==> config.mk <==
export PLATFORM = sky130hd
export DESIGN_NAME = cache_fill_ctrl
export DESIGN_NICKNAME = d
export VERILOG_FILES = /design/src/rtl/cache_fill_pkg.sv /design/src/rtl/cache_fill_word_ctr.sv /design/src/rtl/cache_fill_ctrl.sv
export SDC_FILE = /design/constraint.sdc
export NUM_CORES = 1
export LEC_CHECK = 0
export BUFFER_PORTS_ARGS = -buffer_cell sky130_fd_sc_hd__buf_2
export CAP_MARGIN = 25
export CORE_ASPECT_RATIO = 1.25
export CORE_MARGIN = 10
export CORE_UTILIZATION = 30
export DETAILED_ROUTE_END_ITERATION = 10
export SLEW_MARGIN = 20
export SYNTH_ARGS = -nofsm -noshare
export SYNTH_HDL_FRONTEND = slang
export SYNTH_SLANG_ARGS = --single-unit
==> constraint.sdc <==
create_clock -name clk -period 2.4 [get_ports clk]
set_clock_uncertainty 0.15 [all_clocks]
set_input_delay 0 -clock clk [delete_from_list [all_inputs] [get_ports clk]]
set_output_delay 0 -clock clk [all_outputs]
set_load 0.01 [all_outputs]
==> src/rtl/cache_fill_pkg.sv <==
// Shared types and width helpers for the cache line fill controller.
package cache_fill_pkg;

  typedef enum logic {
    IDLE = 1'b0,
    FILL = 1'b1
  } fill_state_e;

  // Width of the byte offset within one cache line.
  function automatic int unsigned off_w(input int unsigned words, input int unsigned bpw);
    return $clog2(words * bpw);
  endfunction

  // Counter width that can hold 0..words inclusive.
  function automatic int unsigned cnt_w(input int unsigned words);
    return $clog2(words) + 1;
  endfunction

endpackage

==> src/rtl/cache_fill_word_ctr.sv <==
// Word counter with clear and increment. Maps the count to a word index within the line.
// CACHE_FILL_CRIT_WORD_FIRST_EN adds a start offset that wraps the index within the line.
module cache_fill_word_ctr
  import cache_fill_pkg::*;
#(
  parameter int unsigned WORDS_PER_BLK = 8,
  parameter int unsigned CNT_W         = cnt_w(WORDS_PER_BLK),
  parameter int unsigned IDX_W         = CNT_W - 1
) (
  input  logic             clk,
  input  logic             rst,
  input  logic             clr_i,
  input  logic             inc_i,
`ifdef CACHE_FILL_CRIT_WORD_FIRST_EN
  input  logic [IDX_W-1:0] start_i,
`endif
  output logic [CNT_W-1:0] cnt_o,
  output logic [IDX_W-1:0] idx_o
);

  logic [CNT_W-1:0] cnt_q, cnt_d;

  always_comb begin
    cnt_d = cnt_q;
    if (clr_i) begin
      cnt_d = '0;
    end else if (inc_i) begin
      cnt_d = cnt_q + CNT_W'(1);
    end
  end

  always_ff @(posedge clk or posedge rst) begin
    if (rst) begin
      cnt_q <= '0;
    end else begin
      cnt_q <= cnt_d;
    end
  end

  assign cnt_o = cnt_q;

  // Line size is a power of two, so the IDX_W-bit add wraps modulo the line.
`ifdef CACHE_FILL_CRIT_WORD_FIRST_EN
  assign idx_o = start_i + cnt_q[IDX_W-1:0];
`else
  assign idx_o = cnt_q[IDX_W-1:0];
`endif

endmodule

==> src/rtl/cache_fill_ctrl.sv <==
// Cache line fill controller: pipelined word reads with bounded outstanding requests.
// Optional critical-word-first ordering under CACHE_FILL_CRIT_WORD_FIRST_EN.
module cache_fill_ctrl
  import cache_fill_pkg::*;
#(
  parameter int unsigned ADDR_W          = 16,
  parameter int unsigned WORD_W          = 16,
  parameter int unsigned WORDS_PER_BLK   = 8,
  parameter int unsigned BYTES_PER_WORD  = 2,
  parameter int unsigned MAX_OUTSTANDING = 4
) (
  input  logic                             clk,
  input  logic                             rst_n,
  input  logic                             miss_detected,
  input  logic [ADDR_W-1:0]                miss_address,
  output logic                             fsm_busy,
  output logic                             mem_req,
  output logic [ADDR_W-1:0]                mem_addr,
  input  logic                             mem_data_valid,
  input  logic [WORD_W-1:0]                mem_data,
  output logic                             data_we,
  output logic [$clog2(WORDS_PER_BLK)-1:0] data_word_idx,
  output logic [WORD_W-1:0]                data_wdata,
  output logic                             tag_we
);

  localparam int unsigned OFF_W  = off_w(WORDS_PER_BLK, BYTES_PER_WORD);
  localparam int unsigned CNT_W  = cnt_w(WORDS_PER_BLK);
  localparam int unsigned IDX_W  = CNT_W - 1;
  localparam int unsigned BPW_SH = $clog2(BYTES_PER_WORD);

  fill_state_e       state_q, state_d;
  logic [ADDR_W-1:0] base_q, base_d;
  logic [CNT_W-1:0]  req_cnt, rsp_cnt, outstanding;
  logic [IDX_W-1:0]  req_word, rsp_word;
  logic              start_fill, req_fire, rsp_fire, last_rsp;
  logic              unused_low_addr;

`ifdef CACHE_FILL_CRIT_WORD_FIRST_EN
  logic [IDX_W-1:0] miss_off_q, miss_off_d;
`endif

  assign unused_low_addr = ^miss_address[OFF_W-1:0];

  // Handshake: mem_req is a one-cycle request with no ready (the arbiter always
  // accepts); mem_data_valid carries exactly one in-order response word per cycle.
  assign start_fill  = (state_q == IDLE) && miss_detected;
  assign outstanding = req_cnt - rsp_cnt;
  assign req_fire    = (state_q == FILL) && (req_cnt < CNT_W'(WORDS_PER_BLK))
                       && (outstanding < CNT_W'(MAX_OUTSTANDING));
  assign rsp_fire    = (state_q == FILL) && mem_data_valid && (outstanding != '0);
  assign last_rsp    = rsp_fire && (rsp_cnt == CNT_W'(WORDS_PER_BLK - 1));

  always_comb begin
    state_d = state_q;
    base_d  = base_q;
`ifdef CACHE_FILL_CRIT_WORD_FIRST_EN
    miss_off_d = miss_off_q;
`endif
    case (state_q)
      IDLE: begin
        if (miss_detected) begin
          state_d = FILL;
          base_d  = {miss_address[ADDR_W-1:OFF_W], {OFF_W{1'b0}}};
`ifdef CACHE_FILL_CRIT_WORD_FIRST_EN
          miss_off_d = miss_address[OFF_W-1:BPW_SH];
`endif
        end
      end
      FILL: begin
        if (last_rsp) begin
          state_d = IDLE;
        end
      end
      default: state_d = IDLE;
    endcase
  end

  always_ff @(posedge clk or posedge rst_n) begin
    if (rst_n) begin
      state_q <= IDLE;
      base_q  <= '0;
`ifdef CACHE_FILL_CRIT_WORD_FIRST_EN
      miss_off_q <= '0;
`endif
    end else begin
      state_q <= state_d;
      base_q  <= base_d;
`ifdef CACHE_FILL_CRIT_WORD_FIRST_EN
      miss_off_q <= miss_off_d;
`endif
    end
  end

  cache_fill_word_ctr #(
    .WORDS_PER_BLK(WORDS_PER_BLK)
  ) u_req_ctr (
    .clk    (clk),
    .rst    (rst_n),
    .clr_i  (start_fill),
    .inc_i  (req_fire),
`ifdef CACHE_FILL_CRIT_WORD_FIRST_EN
    .start_i(miss_off_q),
`endif
    .cnt_o  (req_cnt),
    .idx_o  (req_word)
  );

  cache_fill_word_ctr #(
    .WORDS_PER_BLK(WORDS_PER_BLK)
  ) u_rsp_ctr (
    .clk    (clk),
    .rst    (rst_n),
    .clr_i  (start_fill),
    .inc_i  (rsp_fire),
`ifdef CACHE_FILL_CRIT_WORD_FIRST_EN
    .start_i(miss_off_q),
`endif
    .cnt_o  (rsp_cnt),
    .idx_o  (rsp_word)
  );

  // The idle stall follows miss_detected combinationally, but is held low during reset.
  assign fsm_busy      = (state_q == FILL) || (start_fill && !rst_n);
  assign mem_req       = req_fire;
  assign mem_addr      = req_fire ? (base_q + (ADDR_W'(req_word) << BPW_SH)) : '0;
  assign data_we       = rsp_fire;
  assign data_word_idx = rsp_fire ? rsp_word : '0;
  assign data_wdata    = rsp_fire ? mem_data : '0;
  assign tag_we        = last_rsp;

endmodule

==> metrics <==
status=finished, final reports clean; Final Util=49.1%; critical path launch point type=flip-flop; endpoints failing setup=0; synth warn=0; vias=1436; clock share of power=8.5%; vias in the first global route=1372; most used cell, CP=buf_12; drt initial violations=50; clock buffer depth=2; Power Density=1280 nW/um2; global-route wire length before repair=6.56 mm; worst hold start=mem_data_valid; # diodes=0; register area share after synthesis=39.2%; placed cell count=289; final worst slack=0.0979 ns; H-Tree Depth=1; clk slew on worst S/H paths=0.08 ns; io pins=75; Cells after Synth=165; Largest stage delay, worst path=0.46 ns; Comb power frac=68.9%; overall power=2.73 mW; layout cells sized above 1=41.8%; CTS sink count=21; Final Hold Violating Endpoints=0; leak pwr=1.19 nW; switch share=44.2%; detailed-placement wirelength estimate=3.06 mm; dominant cells by area after synthesis=dfrtp_1, nand2_1, and3_1, and2_1, ha_1; Final Max Tran Viols=0; clk root buf=clkbuf_8; Post-synth EDFFs=0; Pre-antenna DRT Iters=4; TritonCTS clock tree=done; Post-Place Setup Slack=0.152 ns; FILL cells=422; worst vdd ir=515 uV; die extent in y=94.7 um; # rows=27; worst hold path class=in -> reg; Finished Layout Cells=314; Die ar.=7560 um2; nets@finish=298; final worst path period need=2.30 ns; Sw Pwr=1.21 mW; initial antenna violation count=0; Mean Syn Cell Area=8.12 um2; CORE AREA=4360 um2; grt ovf=0; number of nets still failing antenna checks after routing=0; Data required, critical path=2.25 ns; Reg-to-Reg Start=u_rsp_ctr.cnt_o[1]$_DFFE_PP0P_; synthesis-stage register bit count=21; Clock Latency Late Sink=0.26 ns; WS Path Type=reg -> out; worst setup path startpoint=u_req_ctr.cnt_o[2]$_DFFE_PP0P_; worst path bufs/invs=4; post-synth top area cell=dfrtp_1; final wirelength=4.41 mm; Layout area overhead=59.8%; worst-path cell chain=ha_4 -> a21oi_4 -> a21o_1 -> o2111ai_4 -> buf_12 -> buf_12 -> inv_4 -> and2_1 -> buf_2; synthesized area=1340 um2; Most used DFF post-synth=dfrtp_1; Flop pwr share=22.6%; GRT Util Overall=10.6%; Max FO, Critical Path=6; wire per inst=14.0 um; Peak Freq=0.434 GHz; initial core utilization=30.7%; Crit path max-delay family=buffers and inverters; I/O Buffers=69; Die X=79.8 um; max-cap viol count=0; DRC=0; Fin Hold WS=0.108 ns; largest net degree at the start of global routing=23; crit path capture type=output pin; crit path DAT=2.15 ns; final period utilization=95.9%; RD Place Congestion=0.771; synth unique cells=37; cell-internal power=1.52 mW; syn nets=206; crit path max-delay cell type=dfrtp_1; CTS buffer count=3; top cell type's share of synthesized area=39.2%; Async SR Flop Fraction=100%; Via-to-Cell Ratio=4.57
## logic make-up (layout without fill, tap and decap cells)
family | count (synthesis) | count (layout) | share of synthesized area, %
mux | 1 | 1 | 0.840
other cells | 1 | 1 | 0.280
buf+inv | 18 | 109 | 5.51
xor+xnor | 2 | 2 | 1.31
compound gates | 20 | 20 | 11.6
flops | 21 | 21 | 39.2
fa+ha+maj | 5 | 5 | 4.67
simple gates | 97 | 97 | 36.6
## Yosys cell counts, types with 2 or more instances
cell      instances
ha_1              5
nand3_1           2
a21o_1            2
clkbuf_1          4
and3_1           17
nor2b_1           3
nand2_1          45
nor2_1            7
buf_2             2
or3_1             2
a21oi_1           4
inv_1            10
o21ai_1           3
o21ai_0           2
dfrtp_1          21
and2_1           14
a21oi_2           2
## worst paths after layout
| check | slack, ns | depth (start not counted) | endpoint |
|---|---|---|---|
| setup / recovery | 0.1 | 9 | mem_addr[4] |
| hold / removal | 0.11 | 4 | u_rsp_ctr.cnt_o[0]$_DFFE_PP0P_ |
| setup reg to reg | 0.16 | 9 | u_req_ctr.cnt_o[3]$_DFFE_PP0P_ |
| hold reg to reg | 0.32 | 2 | base_q[7]$_DFFE_PP0P_ |
| max in group asynchronous | 1.71 | 4 | base_q[7]$_DFFE_PP0P_ |
| min in group asynchronous | 0.15 | 4 | base_q[4]$_DFFE_PP0P_ |
## registers in the layout, indices dropped and copies added, names as in the netlist
register / cells
base_q: 12
state_q: 1
u_req_ctr.cnt_o: 4
u_rsp_ctr.cnt_o: 4
## power groups by stage
stage / logic [mW] / clock network (mW) / registers [mW]
finish: 1.88 / 0.231 / 0.619
global route: 2.09 / 0.259 / 0.639
CTS: 1.42 / 0.239 / 0.610
detailed placement: 1.37 / 0 / 0.617
global placement: 1.35 / 0 / 0.613
floorplan: 0.964 / 0 / 0.591
## worst min-delay path: stages
cell and delay [ns]:
buf_2 0.10, nand2_1 0.18, or3_1 0.14, a21oi_1 0.06
## metrics by stage
stage          TNS (ns)  cell area, um2
2_1_floorplan         0            1340
3_3_place_gp          0            1760
3_5_place_dp          0            1760
4_1_cts               0            1950
5_1_grt         -0.0133            2140
6_report              0            2140
## per-layer routing
layer | vias up | share of wire [%] | global-route usage, %
met5 | - | 0 | 0
met3 | 8 | 12 | 5.13
met4 | 0 | 1.7 | 3.38
met1 | 641 | 38 | 11.0
li1 | 727 | - | -
met2 | 60 | 48 | 18.2
## area by class of cell
cell class / count / area [um2] / area share, %
multi-input combinational: 126 / 830 / 38.7
timing repair buffer: 91 / 603 / 28.2
sequential: 21 / 526 / 24.5
tap: 58 / 72.6 / 3.39
inverter: 11 / 43.8 / 2.05
clock buffer: 3 / 41.3 / 1.93
timing repair inverter: 3 / 20.0 / 0.935
clock inverter: 1 / 5.00 / 0.234
## timing repair
item	4_1_cts	5_1_grt
pin swaps	0	8
buffers inserted	0	5
setup endpoints to repair	16	35
hold buffers	13	0
gates resized for setup	4	21
endpoints found under the hold margin	33	0
cloned	0	3
## placed cells by master (no fill, tap or decap), types with 3 or more instances in the layout
| cell | n |
|---|---|
| buf_2 | 64 |
| nand2_1 | 45 |
| dfrtp_1 | 21 |
| and3_1 | 17 |
| dlygate4sd3_1 | 13 |
| and2_1 | 9 |
| inv_1 | 8 |
| nor2_1 | 7 |
| buf_6 | 6 |
| buf_4 | 6 |
| and2_4 | 5 |
| a21oi_1 | 4 |
| o21ai_1 | 3 |
| clkbuf_8 | 3 |
No activity file was read; power rests on OpenSTA's default activity.
